<file path="src/rtl/cam_bank_packer.sv">
// cam_bank_packer: packs qualified sensor pixels into RAM words and
// writes them round-robin into ping-pong banks with full/release flags.
module cam_bank_packer #(
    parameter int PIX_W     = 8,
    parameter int WORD_W    = 32,
    parameter int NUM_BANKS = 4,
    parameter int BANK_AW   = 9
) (
    input  logic                 PCLKI,
    input  logic                 WBs_RST_i,
    input  logic                 VSYNCI,
    input  logic                 HREFI,
    input  logic [PIX_W-1:0]     PIXD_i,
    input  logic                 enable_i,
    input  logic                 mode_i,
    input  logic                 clr_i,
    input  logic [NUM_BANKS-1:0] bank_release_i,
    output logic [BANK_AW-1:0]   wr_addr_o,
    output logic [WORD_W-1:0]    wr_data_o,
    output logic [NUM_BANKS-1:0] wr_en_o,
    output logic [NUM_BANKS-1:0] bank_full_o,
    output logic                 overflow_o,
    output logic [15:0]          frame_cnt_o,
    output logic [11:0]          line_cnt_o,
    output logic [1:0]           state_o
);
    localparam int BYTES = WORD_W / PIX_W;
    localparam int CW = $clog2(BYTES);
    localparam int BW = (NUM_BANKS > 1) ? $clog2(NUM_BANKS) : 1;
    localparam int SW = WORD_W - PIX_W;
    localparam logic [CW-1:0] LAST_PIX = CW'(BYTES - 1);
    localparam logic [BW-1:0] LAST_BANK = BW'(NUM_BANKS - 1);

    typedef enum logic [1:0] {
        IDLE    = 2'b00,
        WAIT_VS = 2'b01,
        CAPTURE = 2'b10,
        DROP    = 2'b11
    } state_t;

    state_t               state_q, state_d;
    logic                 vs_q, href_q;
    logic [CW-1:0]        pix_cnt_q, pix_cnt_d;
    logic [SW-1:0]        sh_q, sh_d;
    logic [BANK_AW-1:0]   word_ptr_q, word_ptr_d;
    logic [BW-1:0]        bank_ptr_q, bank_ptr_d;
    logic [NUM_BANKS-1:0] full_q, full_d;
    logic                 ovf_q, ovf_d;
    logic [15:0]          frame_q, frame_d;
    logic [11:0]          line_q, line_d;
    logic [WORD_W-1:0]    pat_q, pat_d;
    logic [NUM_BANKS-1:0] we_q, we_d;
    logic [BANK_AW-1:0]   addr_q, addr_d;
    logic [WORD_W-1:0]    data_q, data_d;

    logic              vs_rise, vs_fall, href_fall, in_frame;
    logic [WORD_W-1:0] word;

    assign vs_rise   = VSYNCI & ~vs_q;
    assign vs_fall   = ~VSYNCI & vs_q;
    assign href_fall = ~HREFI & href_q;
    assign in_frame  = (state_q == CAPTURE) || (state_q == DROP);
    // Oldest pixel sits at the top of the shift register.
    assign word      = {sh_q, PIXD_i};

    always_comb begin
        state_d    = state_q;
        pix_cnt_d  = pix_cnt_q;
        sh_d       = sh_q;
        word_ptr_d = word_ptr_q;
        bank_ptr_d = bank_ptr_q;
        full_d     = full_q & ~bank_release_i;
        ovf_d      = ovf_q;
        frame_d    = frame_q;
        line_d     = line_q;
        pat_d      = pat_q;
        we_d       = '0;
        addr_d     = addr_q;
        data_d     = data_q;
        if (clr_i) begin
            state_d    = IDLE;
            pix_cnt_d  = '0;
            word_ptr_d = '0;
            bank_ptr_d = '0;
            full_d     = '0;
            ovf_d      = 1'b0;
            frame_d    = '0;
            line_d     = '0;
            pat_d      = '0;
        end else if (!enable_i) begin
            state_d   = IDLE;
            pix_cnt_d = '0;
        end else begin
            if (in_frame && href_fall && line_q != 12'hFFF)
                line_d = line_q + 12'd1;
            unique case (state_q)
                IDLE: state_d = WAIT_VS;
                WAIT_VS: begin
                    if (vs_rise) begin
                        state_d = CAPTURE;
                        frame_d = frame_q + 16'd1;
                        line_d  = '0;
                    end
                end
                CAPTURE: begin
                    if (vs_fall) begin
                        state_d   = WAIT_VS;
                        pix_cnt_d = '0;
                    end else if (HREFI && VSYNCI) begin
                        sh_d = word[SW-1:0];
                        if (pix_cnt_q == LAST_PIX) begin
                            pix_cnt_d = '0;
                            if (full_q[bank_ptr_q]) begin
                                ovf_d   = 1'b1;
                                state_d = DROP;
                            end else begin
                                for (int k = 0; k < NUM_BANKS; k++)
                                    we_d[k] = (bank_ptr_q == BW'(k));
                                addr_d     = word_ptr_q;
                                data_d     = mode_i ? pat_q : word;
                                pat_d      = pat_q + 1'b1;
                                word_ptr_d = word_ptr_q + 1'b1;
                                // Last slot: flag full (beats a release) and move on.
                                if (word_ptr_q == '1) begin
                                    full_d[bank_ptr_q] = 1'b1;
                                    bank_ptr_d = (bank_ptr_q == LAST_BANK) ?
                                                 '0 : bank_ptr_q + 1'b1;
                                end
                            end
                        end else begin
                            pix_cnt_d = pix_cnt_q + 1'b1;
                        end
                    end
                end
                DROP: if (vs_fall) state_d = WAIT_VS;
            endcase
        end
    end

    always_ff @(posedge PCLKI or posedge WBs_RST_i) begin
        if (WBs_RST_i) begin
            state_q    <= IDLE;
            vs_q       <= 1'b0;
            href_q     <= 1'b0;
            pix_cnt_q  <= '0;
            sh_q       <= '0;
            word_ptr_q <= '0;
            bank_ptr_q <= '0;
            full_q     <= '0;
            ovf_q      <= 1'b0;
            frame_q    <= '0;
            line_q     <= '0;
            pat_q      <= '0;
            we_q       <= '0;
            addr_q     <= '0;
            data_q     <= '0;
        end else begin
            state_q    <= state_d;
            vs_q       <= VSYNCI;
            href_q     <= HREFI;
            pix_cnt_q  <= pix_cnt_d;
            sh_q       <= sh_d;
            word_ptr_q <= word_ptr_d;
            bank_ptr_q <= bank_ptr_d;
            full_q     <= full_d;
            ovf_q      <= ovf_d;
            frame_q    <= frame_d;
            line_q     <= line_d;
            pat_q      <= pat_d;
            we_q       <= we_d;
            addr_q     <= addr_d;
            data_q     <= data_d;
        end
    end

    assign wr_addr_o   = addr_q;
    assign wr_data_o   = data_q;
    assign wr_en_o     = we_q;
    assign bank_full_o = full_q;
    assign overflow_o  = ovf_q;
    assign frame_cnt_o = frame_q;
    assign line_cnt_o  = line_q;
    assign state_o     = state_q;
endmodule

</file>
<file path="config.mk">
export PLATFORM = sky130hd
export DESIGN_NAME = cam_bank_packer
export DESIGN_NICKNAME = d
export VERILOG_FILES = /design/src/rtl/cam_bank_packer.sv
export SDC_FILE = /design/constraint.sdc
export NUM_CORES = 1
export LEC_CHECK = 0
export CELL_PAD_IN_SITES_DETAIL_PLACEMENT = 1
export CELL_PAD_IN_SITES_GLOBAL_PLACEMENT = 1
export CORE_MARGIN = 1.5
export CORE_UTILIZATION = 43
export CTS_CLUSTER_DIAMETER = 120
export DETAILED_ROUTE_END_ITERATION = 8
export PLACE_DENSITY = 0.8
export SYNTH_ARGS = -nofsm -noshare
export SYNTH_HDL_FRONTEND = slang
export SYNTH_SLANG_ARGS = --single-unit
</file>
<file path="constraint.sdc">
create_clock -name PCLKI -period 5.6 [get_ports PCLKI]
set_clock_uncertainty 0.1 [all_clocks]
set_input_delay 0.56 -clock PCLKI [delete_from_list [all_inputs] [get_ports PCLKI]]
set_output_delay 0.56 -clock PCLKI [all_outputs]
set_load 0.01 [all_outputs]
</file>
* After elaboration in Yosys (flattened, before gate mapping) *
Index checks and enable logic that the tools add are counted.

storage, ports and cells
  RAM bits = 0
  bits of input ports = 19
  logic and storage cells = 150
  memory bits (read-only) = 0
  register bits after elaboration = 151
  latch bits = 0
  output and inout port bits = 80
  memories = 0

cells by class
  equality and inequality tests = 18
  magnitude comparators = 2
  multiplexer cells = 74
  $add $sub $neg = 6
  div/mod/pow operators = 0
  multipliers = 0
  bitwise gates (word level) = 12
  shift-type cells = 0
  reductions and logical operators = 23

operators with widths
  operator                                                                  number
  32-bit 2-to-1 mux                                                         8
  16-bit 2-to-1 mux                                                         4
  9-bit 2-to-1 mux                                                          7
  12-bit 2-to-1 mux                                                         5
  4-bit 2-to-1 mux                                                          15
  2-bit 2-to-1 mux                                                          23
  32-bit by 1-bit adder with 32-bit output (second input constant)          1
  16-bit by 1-bit adder with 16-bit output (second input constant)          1
  2-bit nonzero test                                                        8
  5-bit by 4-bit inequality test with 1-bit output (second input constant)  3
  7-bit AND reduction                                                       2
  12-bit by 1-bit adder with 12-bit output (second input constant)          1
  12-bit inequality test (second input constant)                            1
  6-bit AND reduction                                                       2
  2-bit == test (second input constant)                                     5
  5-bit AND reduction                                                       2
  9-bit by 1-bit adder with 9-bit output (second input constant)            1
  9-bit == test (second input constant)                                     1
  1-bit 2-to-1 mux                                                          9
  4-bit inequality test (second input constant)                             2
  2-bit one-hot mux with 4 select lines                                     1
  1-bit inverter                                                            6
  2-bit by 1-bit adder with 2-bit output (second input constant)            2
  4-bit AND                                                                 1
  other kinds (16)                                                          24

* Longest topological paths before layout *
Gate-level depths: netlist (run 1).

  word-level depth = 13
  mapped depth = 9
  mapped depth without buffers = 7

* Worst setup path after synthesis (run 1) *
No wires, ideal clock.

  kind = register to register
  start = reg bank_ptr_q[0]
  end = reg pat_q[25]
  data required time = 5.422 ns
  setup slack = 2.978 ns
  arrival = 2.445 ns
  cell stages (with the launch flop) = 6
  setup time = 0.078 ns
  period minus slack after synthesis = 2.622 ns
  path buffers = 0
  cell sequence = dfrtp_1 mux4_2 or3_4 or4b_4 or3_1 a21oi_1

between the ends
  word-level cells in the longest chain between the ends = 4

RTL lines
  element                                    line  source
  start, declared                            46    logic [BW-1:0] bank_ptr_q, bank_ptr_d;
  start signal, assigned                     164   bank_ptr_q <= bank_ptr_d;
  1-bit binary-select mux with 2-bit select  113   if (full_q[bank_ptr_q]) begin
  1-bit 2-to-1 mux (implied by the code)     113
  2-bit inequality test (no line)            --
  6-bit AND reduction (no line)              --
  end signal, assigned                       169   pat_q <= pat_d;
  end, declared                              51    logic [WORD_W-1:0] pat_q, pat_d;

No other way between the ends. The select of a mux whose other input is x is not followed.
A chain may end at the register's enable or synchronous reset.

* Final worst setup path (run 1) *
  start = reg bank_ptr_q[0]
  end = reg pat_q[31]

The elaborated chain is that of the path after synthesis.

==> flow_metrics.py, run 1 <==
metrics = {
    "run_status": {
        "outcome": "finished clean",
    },
    "critical_path": {
        "startpoint_type": "register",
        "crit_type": "reg2reg",
        "crit_path_end_kind": "register",
        "slowest_delay_ps": 650,
        "crit_path_top_delay_cell": "mux4_2",
        "path_max_fanout": 30,
        "worst_ep_required_time_ps": 5840,
        "arrival_ps": 3290,
        "cp_cell_sequence": "mux4_2 -> o31a_2 -> or4_1 -> or3_1 -> a21oi_1",
    },
    "yosys": {
        "yosysTopAreaCellShare": 0.5330,
        "synth.distinct_cells": 48,
        "yosysTopAreaCell": "dfrtp_1",
        "seq_area_frac_synth": 0.5330,
        "syn_area_per_cell_um2": 10.74,
        "yosysMostFrequentCell": "dfrtp_1",
        "synth_warnings": 0,
        "synthArstFlopShare": 1.000,
        "syn_inst": 660,
        "synth.cell_area_um2": 7089,
        "ys_seq_elements": 151,
        "synth_edf_count": 0,
        "synth_common_cells": "dfrtp_1 (151), nor2_1 (75), nand2_1 (59)",
        "synth-main-ff-cell": "dfrtp_1",
        "yosys-top-cells-area": "dfrtp_1 (53%), mux2_2 (5.2%), mux2i_1 (5.1%)",
        "syn_nets": 692,
    },
    "timing": {
        "layout_min_cycle_time_ps": 3047,
        "rsz0062_at_grt": "no",
        "setup_ws_ps": 2553,
        "finalHoldViolCount": 0,
        "drv_slew": 0,
        "tightest_slew_ps": 983.3,
        "max_freq_mhz": 328.2,
        "tns_ps": 0,
        "slew_headroom": 0.3352,
        "fin_crit_sh": 0.5441,
        "setup_viol": 0,
    },
    "place": {
        "gp_congestion": 0.8466,
        "dpl-instance-area_um2": 8250,
        "pre_cts_slack_ps": 2238,
        "io_buffers": 98,
        "dp_hpwl_um": 12680,
    },
    "clock_network": {
        "clk_latency_ps": 430,
        "cts_sinks": 151,
        "post_cts_resized": 0,
        "cts_htree_levels": 4,
        "clockBufferDepth": 2,
        "cts-root-buf": "clkbuf_16",
        "clkTransAtPathRegs_ps": 60,
        "cts_made_buffers": 17,
        "holdBufCountCts": 0,
        "cts_setup_buffers": 0,
        "cts_tree": "built",
    },
    "final_layout": {
        "antennaDiodeCount": 0,
        "drive_gt1_frac": 0.1072,
        "final_area_um2": 8860,
        "synthToLayoutAreaGrowth_pct": 24.97,
        "nNetsFinal": 785,
    },
    "floorplanning": {
        "core_um2": 16000,
        "dieWidth_um": 131.4,
        "boundaryPins": 99,
        "initial_utilization": 0.4431,
        "std_cell_rows": 46,
        "die_h_um": 131.4,
        "die_area_um2": 17270,
    },
    "grt": {
        "grt_first_pass_wirelength_um": 31330,
        "antenna_found_initial": 0,
        "grt.overflow.total": 0,
        "track_usage": 0.2277,
        "grt_pass1_vias": 5896,
        "grt_max_degree": 109,
    },
    "power": {
        "switchingPower_mw": 0.5081,
        "power_leakage_nw": 3.835,
        "clock_power_share": 0.507,
        "p_int_mw": 1.862,
        "vdd.ir_drop.worst_mv": 0.2116,
        "seqPwrFrac": 0.462,
        "comb_power_share": 0.031,
        "switching_share": 0.2144,
        "p_per_area_nw_per_um2": 267.5,
    },
    "drt": {
        "vias_per_cell": 5.584,
        "drc": 0,
        "drtIter0Drc": 357,
        "wl_per_cell_um": 19.41,
        "vias": 5478,
        "wl_um": 19040,
        "drtAntennaViolNets": 0,
        "drt-pass1-iter-count": 6,
    },
    "min_path": {
        "min_path_type": "reg2reg",
    },
    "job": {
        "drv_cap": 0,
    },
}
## path summary, 6_finish.rpt
check | startpoint | to | slack, ps | cells after the start
hold / removal | wr_data_o[24] | wr_data_o[24] | 380 | 2
setup / recovery | bank_ptr_q[0] | pat_q[31] | 2550 | 5
max in group asynchronous | WBs_RST_i | wr_en_o[1] | 3610 | 3
min in group asynchronous | WBs_RST_i | wr_data_o[8] | 620 | 2
hold reg to reg | wr_data_o[24] | wr_data_o[24] | 380 | 2
setup reg to reg | bank_ptr_q[0] | pat_q[31] | 2550 | 5
## power by group through the flow
stage | logic, mW | registers [mW] | clock network, mW
3_3_place_gp | 0.0730 | 1.11 | 0
4_1_cts | 0.0763 | 1.09 | 1.22
5_1_grt | 0.0826 | 1.09 | 1.25
3_5_place_dp | 0.0760 | 1.11 | 0
6_report | 0.0746 | 1.09 | 1.20
2_1_floorplan | 0.0457 | 1.11 | 0
## cells by family after synthesis
family / count (synthesis) / synth area share
buffers and inverters: 35 / 0.02083
muxes: 70 / 0.1064
adders and majority gates: 13 / 0.02294
xor gates and xnor gates: 52 / 0.06424
and+or+nand+nor: 266 / 0.1936
DFF: 151 / 0.5330
AOI/OAI and AO/OA: 73 / 0.05895
## routing by layer
| metal | up-vias | GRT usage | routed length, µm |
|---|---|---|---|
| li1 | 2509 | - | - |
| met1 | 2848 | 0.2861 | 8474 |
| met2 | 99 | 0.4035 | 9847 |
| met3 | 22 | 0.03549 | 468 |
| met4 | 0 | 0.06914 | 247 |
| met5 | - | 0 | 0 |
## cells in the final DEF, fill, tap and decap left out, types with 13 or more instances in the layout
cell type | netlist | layout
a21oi_1 | 16 | 16
dfrtp_1 | 151 | 151
nor2_1 | 75 | 74
clkdlybuf4s50_1 | 0 | 96
xnor2_1 | 27 | 27
mux2i_1 | 36 | 36
mux2_2 | 33 | 33
o21ai_0 | 42 | 42
nand2_1 | 59 | 59
nand3_1 | 24 | 24
clkbuf_16 | 0 | 17
ha_1 | 13 | 13
xor2_1 | 25 | 25
nand4_1 | 20 | 20
## flip-flops by register name, indices dropped and copies added (netlist names)
| register | cells |
|---|---|
| pat_q | 32 |
| wr_data_o | 32 |
| sh_q | 24 |
| frame_cnt_o | 16 |
| line_cnt_o | 12 |
| word_ptr_q | 9 |
| wr_addr_o | 9 |
| bank_full_o | 4 |
| wr_en_o | 4 |
| bank_ptr_q | 2 |
| pix_cnt_q | 2 |
| state_o | 2 |
| href_q | 1 |
| overflow_o | 1 |
| vs_q | 1 |
## worst max-delay path, delay by kind of cell, from the launching register on
kind	cells	cell delay, ps
muxes	1	650
DFF	1	450
and+or+nand+nor	2	980
AOI/OAI and AO/OA	2	760
## per-stage QoR
| step | total power, mW | util | cells | hold WS (ps) |
|---|---|---|---|---|
| 6_report | 2.370 | 0.5537 | 981 | 381.2 |
| 5_1_grt | 2.431 | 0.5537 | 981 | 422.3 |
| 4_1_cts | 2.389 | 0.5537 | 981 | 386.6 |
| 3_5_place_dp | 1.190 | 0.5156 | 950 | 373.2 |
| 3_3_place_gp | 1.187 | 0.5156 | 950 | 364.7 |
| 2_1_floorplan | 1.160 | - | 660 | 370.1 |
## final cells by class
class	instances	area (µm²)
fill	1744	7141
sequential	151	3779
inverter	6	27.53
multi-input combinational	474	3166
clock buffer	24	491.7
clock inverter	7	117.6
timing repair buffer	103	1008
tap	216	270.3
(Power assumes the default switching activity.)
==> run 2, diff against run 1 <==
==> constraint.sdc (replaced) <==
create_clock -name PCLKI -period 3.16 [get_ports PCLKI]
set_clock_uncertainty 0.1 [all_clocks]
set_input_delay 0.316 -clock PCLKI [delete_from_list [all_inputs] [get_ports PCLKI]]
set_output_delay 0.316 -clock PCLKI [all_outputs]
set_load 0.01 [all_outputs]
==> run 2 against run 1 <==
  * Worst hold slack worse by 230 ps
  * Maximum frequency rose by 7.0%
  * Via count decreased by 0.31%
  * Critical path depth unchanged
  * Register-to-register slack worse by 2200 ps
  * Non-clock buffer count grew 6
  * Final cell count rose by 0.71%
  * Routed wire length increased by 2.5%
  * Worst setup slack worse by 2200 ps
  * Combinational power is 94% higher
  * Utilization up 0.66 points
  * Clock power rose by 79%
==> flow_metrics.py, run 2 (synthesis results as in run 1) <==
metrics = {
    "run_status": {
        "outcome": "finished clean",
    },
    "drt": {
        "wl_um": 19510,
        "vias": 5461,
        "wl_per_cell_um": 19.74,
        "drc": 0,
        "drtAntennaViolNets": 0,
        "drtIter0Drc": 273,
        "drt-pass1-iter-count": 4,
        "vias_per_cell": 5.527,
    },
    "critical_path": {
        "path_max_fanout": 8,
        "r2r_end": "pat_q[29]",
        "rr_worst_depth": 5,
        "startpoint_type": "register",
        "arrival_ps": 3090,
        "timing.rr.start": "bank_ptr_q[0]",
        "crit_type": "reg2reg",
        "crit_path_end_kind": "register",
        "reg2reg_slack_ps": 310,
        "worst_ep_required_time_ps": 3400,
    },
    "timing": {
        "drv_slew": 0,
        "setup_ws_ps": 311.2,
        "rsz0062_at_grt": "no",
        "fin_crit_sh": 0.9015,
        "tightest_slew_ps": 991.4,
        "tns_ps": 0,
        "layout_min_cycle_time_ps": 2849,
        "finalHoldViolCount": 0,
        "setup_viol": 0,
        "max_freq_mhz": 351.0,
        "slew_headroom": 0.3391,
    },
    "final_layout": {
        "drive_gt1_frac": 0.1179,
        "finalNonFillerCells": 988,
        "final_area_um2": 8965,
        "nNetsFinal": 791,
        "layout_common_cells": "dfrtp_1 (151), clkdlybuf4s50_1 (96), nor2_1 (74), nand2_1 (59), o21ai_0 (42)",
        "antennaDiodeCount": 0,
        "final_common_cell": "dfrtp_1",
        "synthToLayoutAreaGrowth_pct": 26.46,
    },
    "floorplanning": {
        "core_um2": 16000,
        "boundaryPins": 99,
        "die_area_um2": 17270,
        "initial_utilization": 0.4431,
        "dieWidth_um": 131.4,
        "std_cell_rows": 46,
        "die_h_um": 131.4,
    },
    "power": {
        "power_leakage_nw": 3.885,
        "p_per_area_nw_per_um2": 472.1,
        "vdd.ir_drop.worst_mv": 0.3698,
    },
    "clock_network": {
        "clkTransAtPathRegs_ps": 60,
        "clk_latency_ps": 420,
        "clockBufferDepth": 2,
        "cts_htree_levels": 4,
        "cts_setup_buffers": 0,
        "post_cts_resized": 0,
        "cts-root-buf": "clkbuf_16",
        "cts_sinks": 151,
        "cts_tree": "built",
        "cts_made_buffers": 17,
        "holdBufCountCts": 0,
    },
    "place": {
        "dpl-instance-area_um2": 8344,
        "gp_congestion": 0.8449,
        "dp_cells": 956,
        "io_buffers": 98,
        "pre_cts_slack_ps": 235.2,
        "dp_hpwl_um": 13010,
    },
    "grt": {
        "grt_max_degree": 76,
        "antenna_found_initial": 0,
        "grt_pass1_vias": 5961,
        "grt_first_pass_wirelength_um": 32310,
        "grt.overflow.total": 0,
        "track_usage": 0.2352,
    },
    "min_path": {
        "min_path_type": "in2reg",
        "hold_start": "clr_i",
        "hold_end": "frame_cnt_o[3]",
        "min_path_cells": 2,
    },
    "job": {
        "drv_cap": 0,
    },
}
[run 2: worst max path at each step]
stage | from | to | cells after the start
6_report | bank_ptr_q[0] | pat_q[29] | 5
5_1_grt | bank_ptr_q[0] | pat_q[29] | 5
4_1_cts | bank_ptr_q[0] | pat_q[29] | 5
3_5_place_dp | VSYNCI | pat_q[29] | 6
3_3_place_gp | VSYNCI | pat_q[29] | 6
2_1_floorplan | bank_ptr_q[0] | pat_q[25] | 5
[run 2: per-stage QoR]
stage,power [mW],hold WS [ps],util
2_1_floorplan,2.056,247.4,-
3_3_place_gp,2.116,363.5,0.5215
3_5_place_dp,2.122,372.3,0.5215
4_1_cts,4.272,138.8,0.5603
5_1_grt,4.369,149.4,0.5603
6_report,4.233,147.6,0.5603
[run 2: power by group]
group	total (mW)	internal [mW]	switching (mW)
Combinational	0.145	0.0495	0.0959
Sequential	1.94	1.94	0.00292
Clock	2.15	1.34	0.809
[run 2: final cells by class]
class / instances / area, µm²
sequential: 151 / 3779
multi-input combinational: 474 / 3166
clock buffer: 19 / 442.9
timing repair buffer: 109 / 1104
inverter: 6 / 26.28
fill: 1746 / 7036
clock inverter: 13 / 177.7
tap: 216 / 270.3
[run 2: critical path: stages, from the launching register on]
cell	delay, ps
dfrtp_1	470
mux4_2	650
or3_4	440
or4b_4	580
or3_1	370
a21oi_1	150
[run 2: metal layers]
metal	GRT usage	vias to the layer above	part of all wire
met5	0	-	0
met4	0.07160	0	0.014
met3	0.03356	25	0.030
met2	0.4152	112	0.52
met1	0.2989	2801	0.44
li1	-	2523	-
==> run 3, diff against run 2 <==
--- a/config.mk
+++ b/config.mk
@@ -12,6 +12,7 @@
 export CTS_CLUSTER_DIAMETER = 120
 export DETAILED_ROUTE_END_ITERATION = 8
 export PLACE_DENSITY = 0.8
+export RECOVER_POWER = 50
 export SYNTH_ARGS = -nofsm -noshare
 export SYNTH_HDL_FRONTEND = slang
 export SYNTH_SLANG_ARGS = --single-unit
==> run 3 against run 2 <==
  * The run now ends with max-capacitance violations, max-slew violations left
  * Critical path depth unchanged
  * Die area stayed put
  * Largest cell class unchanged
  * Clock power about the same
  * First-iteration DRC count fell by 2.9%
  * Combinational power fell by 4%
  * Non-clock buffer count is the same
  * Maximum frequency fell by 0.15%
  * Highest routed layer unchanged
  * Critical endpoint unchanged
==> flow_metrics.py, run 3 (synthesis results as in run 1) <==
metrics = {
    "timing": {
        "tns_ps": 0,
        "layout_min_cycle_time_ps": 2853,
        "finalHoldViolCount": 0,
        "fin_crit_sh": 0.9029,
        "drv_slew": 37,
        "tightest_slew_ps": 1702,
        "slew_headroom": -0.1409,
        "setup_viol": 0,
        "max_freq_mhz": 350.5,
        "setup_ws_ps": 306.8,
        "rsz0062_at_grt": "no",
    },
    "grt": {
        "track_usage": 0.2352,
        "grt_max_degree": 76,
        "antenna_found_initial": 0,
        "grt_first_pass_wirelength_um": 32310,
        "grt.overflow.total": 0,
        "grt_pass1_vias": 5961,
    },
    "critical_path": {
        "reg2reg_slack_ps": 310,
        "arrival_ps": 3090,
        "crit_start": "bank_ptr_q[0]",
        "startpoint_type": "register",
        "crit_path_end": "pat_q[29]",
        "worst_ep_required_time_ps": 3400,
        "crit_path_end_kind": "register",
        "r2r_end": "pat_q[29]",
        "timing.rr.start": "bank_ptr_q[0]",
        "rr_worst_depth": 5,
        "crit_type": "reg2reg",
        "path_max_fanout": 8,
    },
    "drt": {
        "wl_per_cell_um": 19.70,
        "drt-pass1-iter-count": 4,
        "wl_um": 19470,
        "drtIter0Drc": 265,
        "drtAntennaViolNets": 0,
        "vias_per_cell": 5.500,
        "drc": 0,
        "vias": 5434,
    },
    "clock_network": {
        "cts_setup_buffers": 0,
        "cts-root-buf": "clkbuf_16",
        "clockBufferDepth": 2,
        "holdBufCountCts": 0,
        "cts_sinks": 151,
        "cts_htree_levels": 4,
        "cts_made_buffers": 17,
        "post_cts_resized": 0,
        "clkTransAtPathRegs_ps": 60,
        "cts_tree": "built",
        "clk_latency_ps": 420,
    },
    "floorplanning": {
        "die_h_um": 131.4,
        "boundaryPins": 99,
        "std_cell_rows": 46,
        "core_um2": 16000,
        "die_area_um2": 17270,
        "initial_utilization": 0.4431,
        "dieWidth_um": 131.4,
    },
    "place": {
        "io_buffers": 98,
        "dpl-instance-area_um2": 8344,
        "pre_cts_slack_ps": 235.2,
        "gp_congestion": 0.8449,
        "dp_hpwl_um": 13010,
    },
    "final_layout": {
        "drive_gt1_frac": 0.1179,
        "layout_common_cells": "dfrtp_1 (151), nor2_1 (74), nand2_1 (59), clkdlybuf4s50_1 (58), o21ai_0 (42)",
        "final_util": 0.5583,
        "antennaDiodeCount": 0,
        "synthToLayoutAreaGrowth_pct": 26.00,
        "final_area_um2": 8932,
        "final_common_cell": "dfrtp_1",
        "nNetsFinal": 791,
    },
    "power": {
        "comb_power_share": 0.033,
        "p_per_area_nw_per_um2": 473.5,
        "clock_power_share": 0.509,
        "p_int_mw": 3.320,
        "switching_share": 0.2150,
        "switchingPower_mw": 0.9091,
        "power_leakage_nw": 4.001,
        "seqPwrFrac": 0.459,
        "vdd.ir_drop.worst_mv": 0.3615,
        "p_total_mw": 4.229,
    },
    "run_status": {
        "outcome": "finished with violations",
        "failed_checks": "max-capacitance violations, max-slew violations",
    },
    "min_path": {
        "min_path_type": "in2reg",
    },
    "job": {
        "drv_cap": 1,
    },
}
-- run 3: cell count changes in the layout (fill, tap and decap cells not counted), sizes merged --
| cell | delta |
|---|---|
| clkdlybuf4s50 | -38 |
| dlygate4sd3 | +38 |
| buf | -2 |
| clkbuf | +2 |
-- run 3: layout make-up --
class                   count  area [µm²]
clock buffers              19       442.9
clock inverters            13       177.7
fillers                  1748        7068
repair buffers            109        1074
multi-input cells         474        3166
well taps                 216       270.3
flip-flops and latches    151        3779
inverters                   6       23.77
-- run 3: worst min-delay path by stage --
| stage | from | slack [ps] | cells past startpoint | end |
|---|---|---|---|---|
| 2_1_floorplan | HREFI | 250 | 0 | href_q |
| 3_3_place_gp | wr_data_o[16] | 360 | 2 | wr_data_o[16] |
| 3_5_place_dp | wr_data_o[15] | 370 | 2 | wr_data_o[15] |
| 4_1_cts | clr_i | 140 | 2 | frame_cnt_o[3] |
| 5_1_grt | clr_i | 150 | 2 | frame_cnt_o[3] |
| 6_report | clr_i | 150 | 2 | frame_cnt_o[3] |
-- run 3: critical path, stage by stage, from the launching register on --
cell and delay (ps):
dfrtp_1 470, mux4_2 650, or3_4 450, or4b_4 580, or3_1 370, a21oi_1 150
-- run 3: power by group through the flow --
| stage | Combinational [mW] | Sequential [mW] | Clock [mW] |
|---|---|---|---|
| after floorplan | 0.0814 | 1.98 | 0 |
| after global placement | 0.141 | 1.97 | 0 |
| after detailed placement | 0.147 | 1.97 | 0 |
| after CTS | 0.149 | 1.94 | 2.18 |
| after global routing | 0.155 | 1.94 | 2.27 |
| final | 0.139 | 1.94 | 2.15 |
-- run 3: metal layers --
layer,part of all wire,track usage,up-vias
li1,-,-,2526
met1,0.44,0.2989,2784
met2,0.52,0.4152,100
met3,0.029,0.03356,24
met4,0.014,0.07160,0
met5,0,0,-
-- run 3: metrics by stage --
step | cells | hold WS, ps
global placement | 956 | 363.5
CTS | 988 | 138.8
finish | 988 | 145.6
floorplan | 660 | 247.4
global route | 988 | 149.4
detailed placement | 956 | 372.3
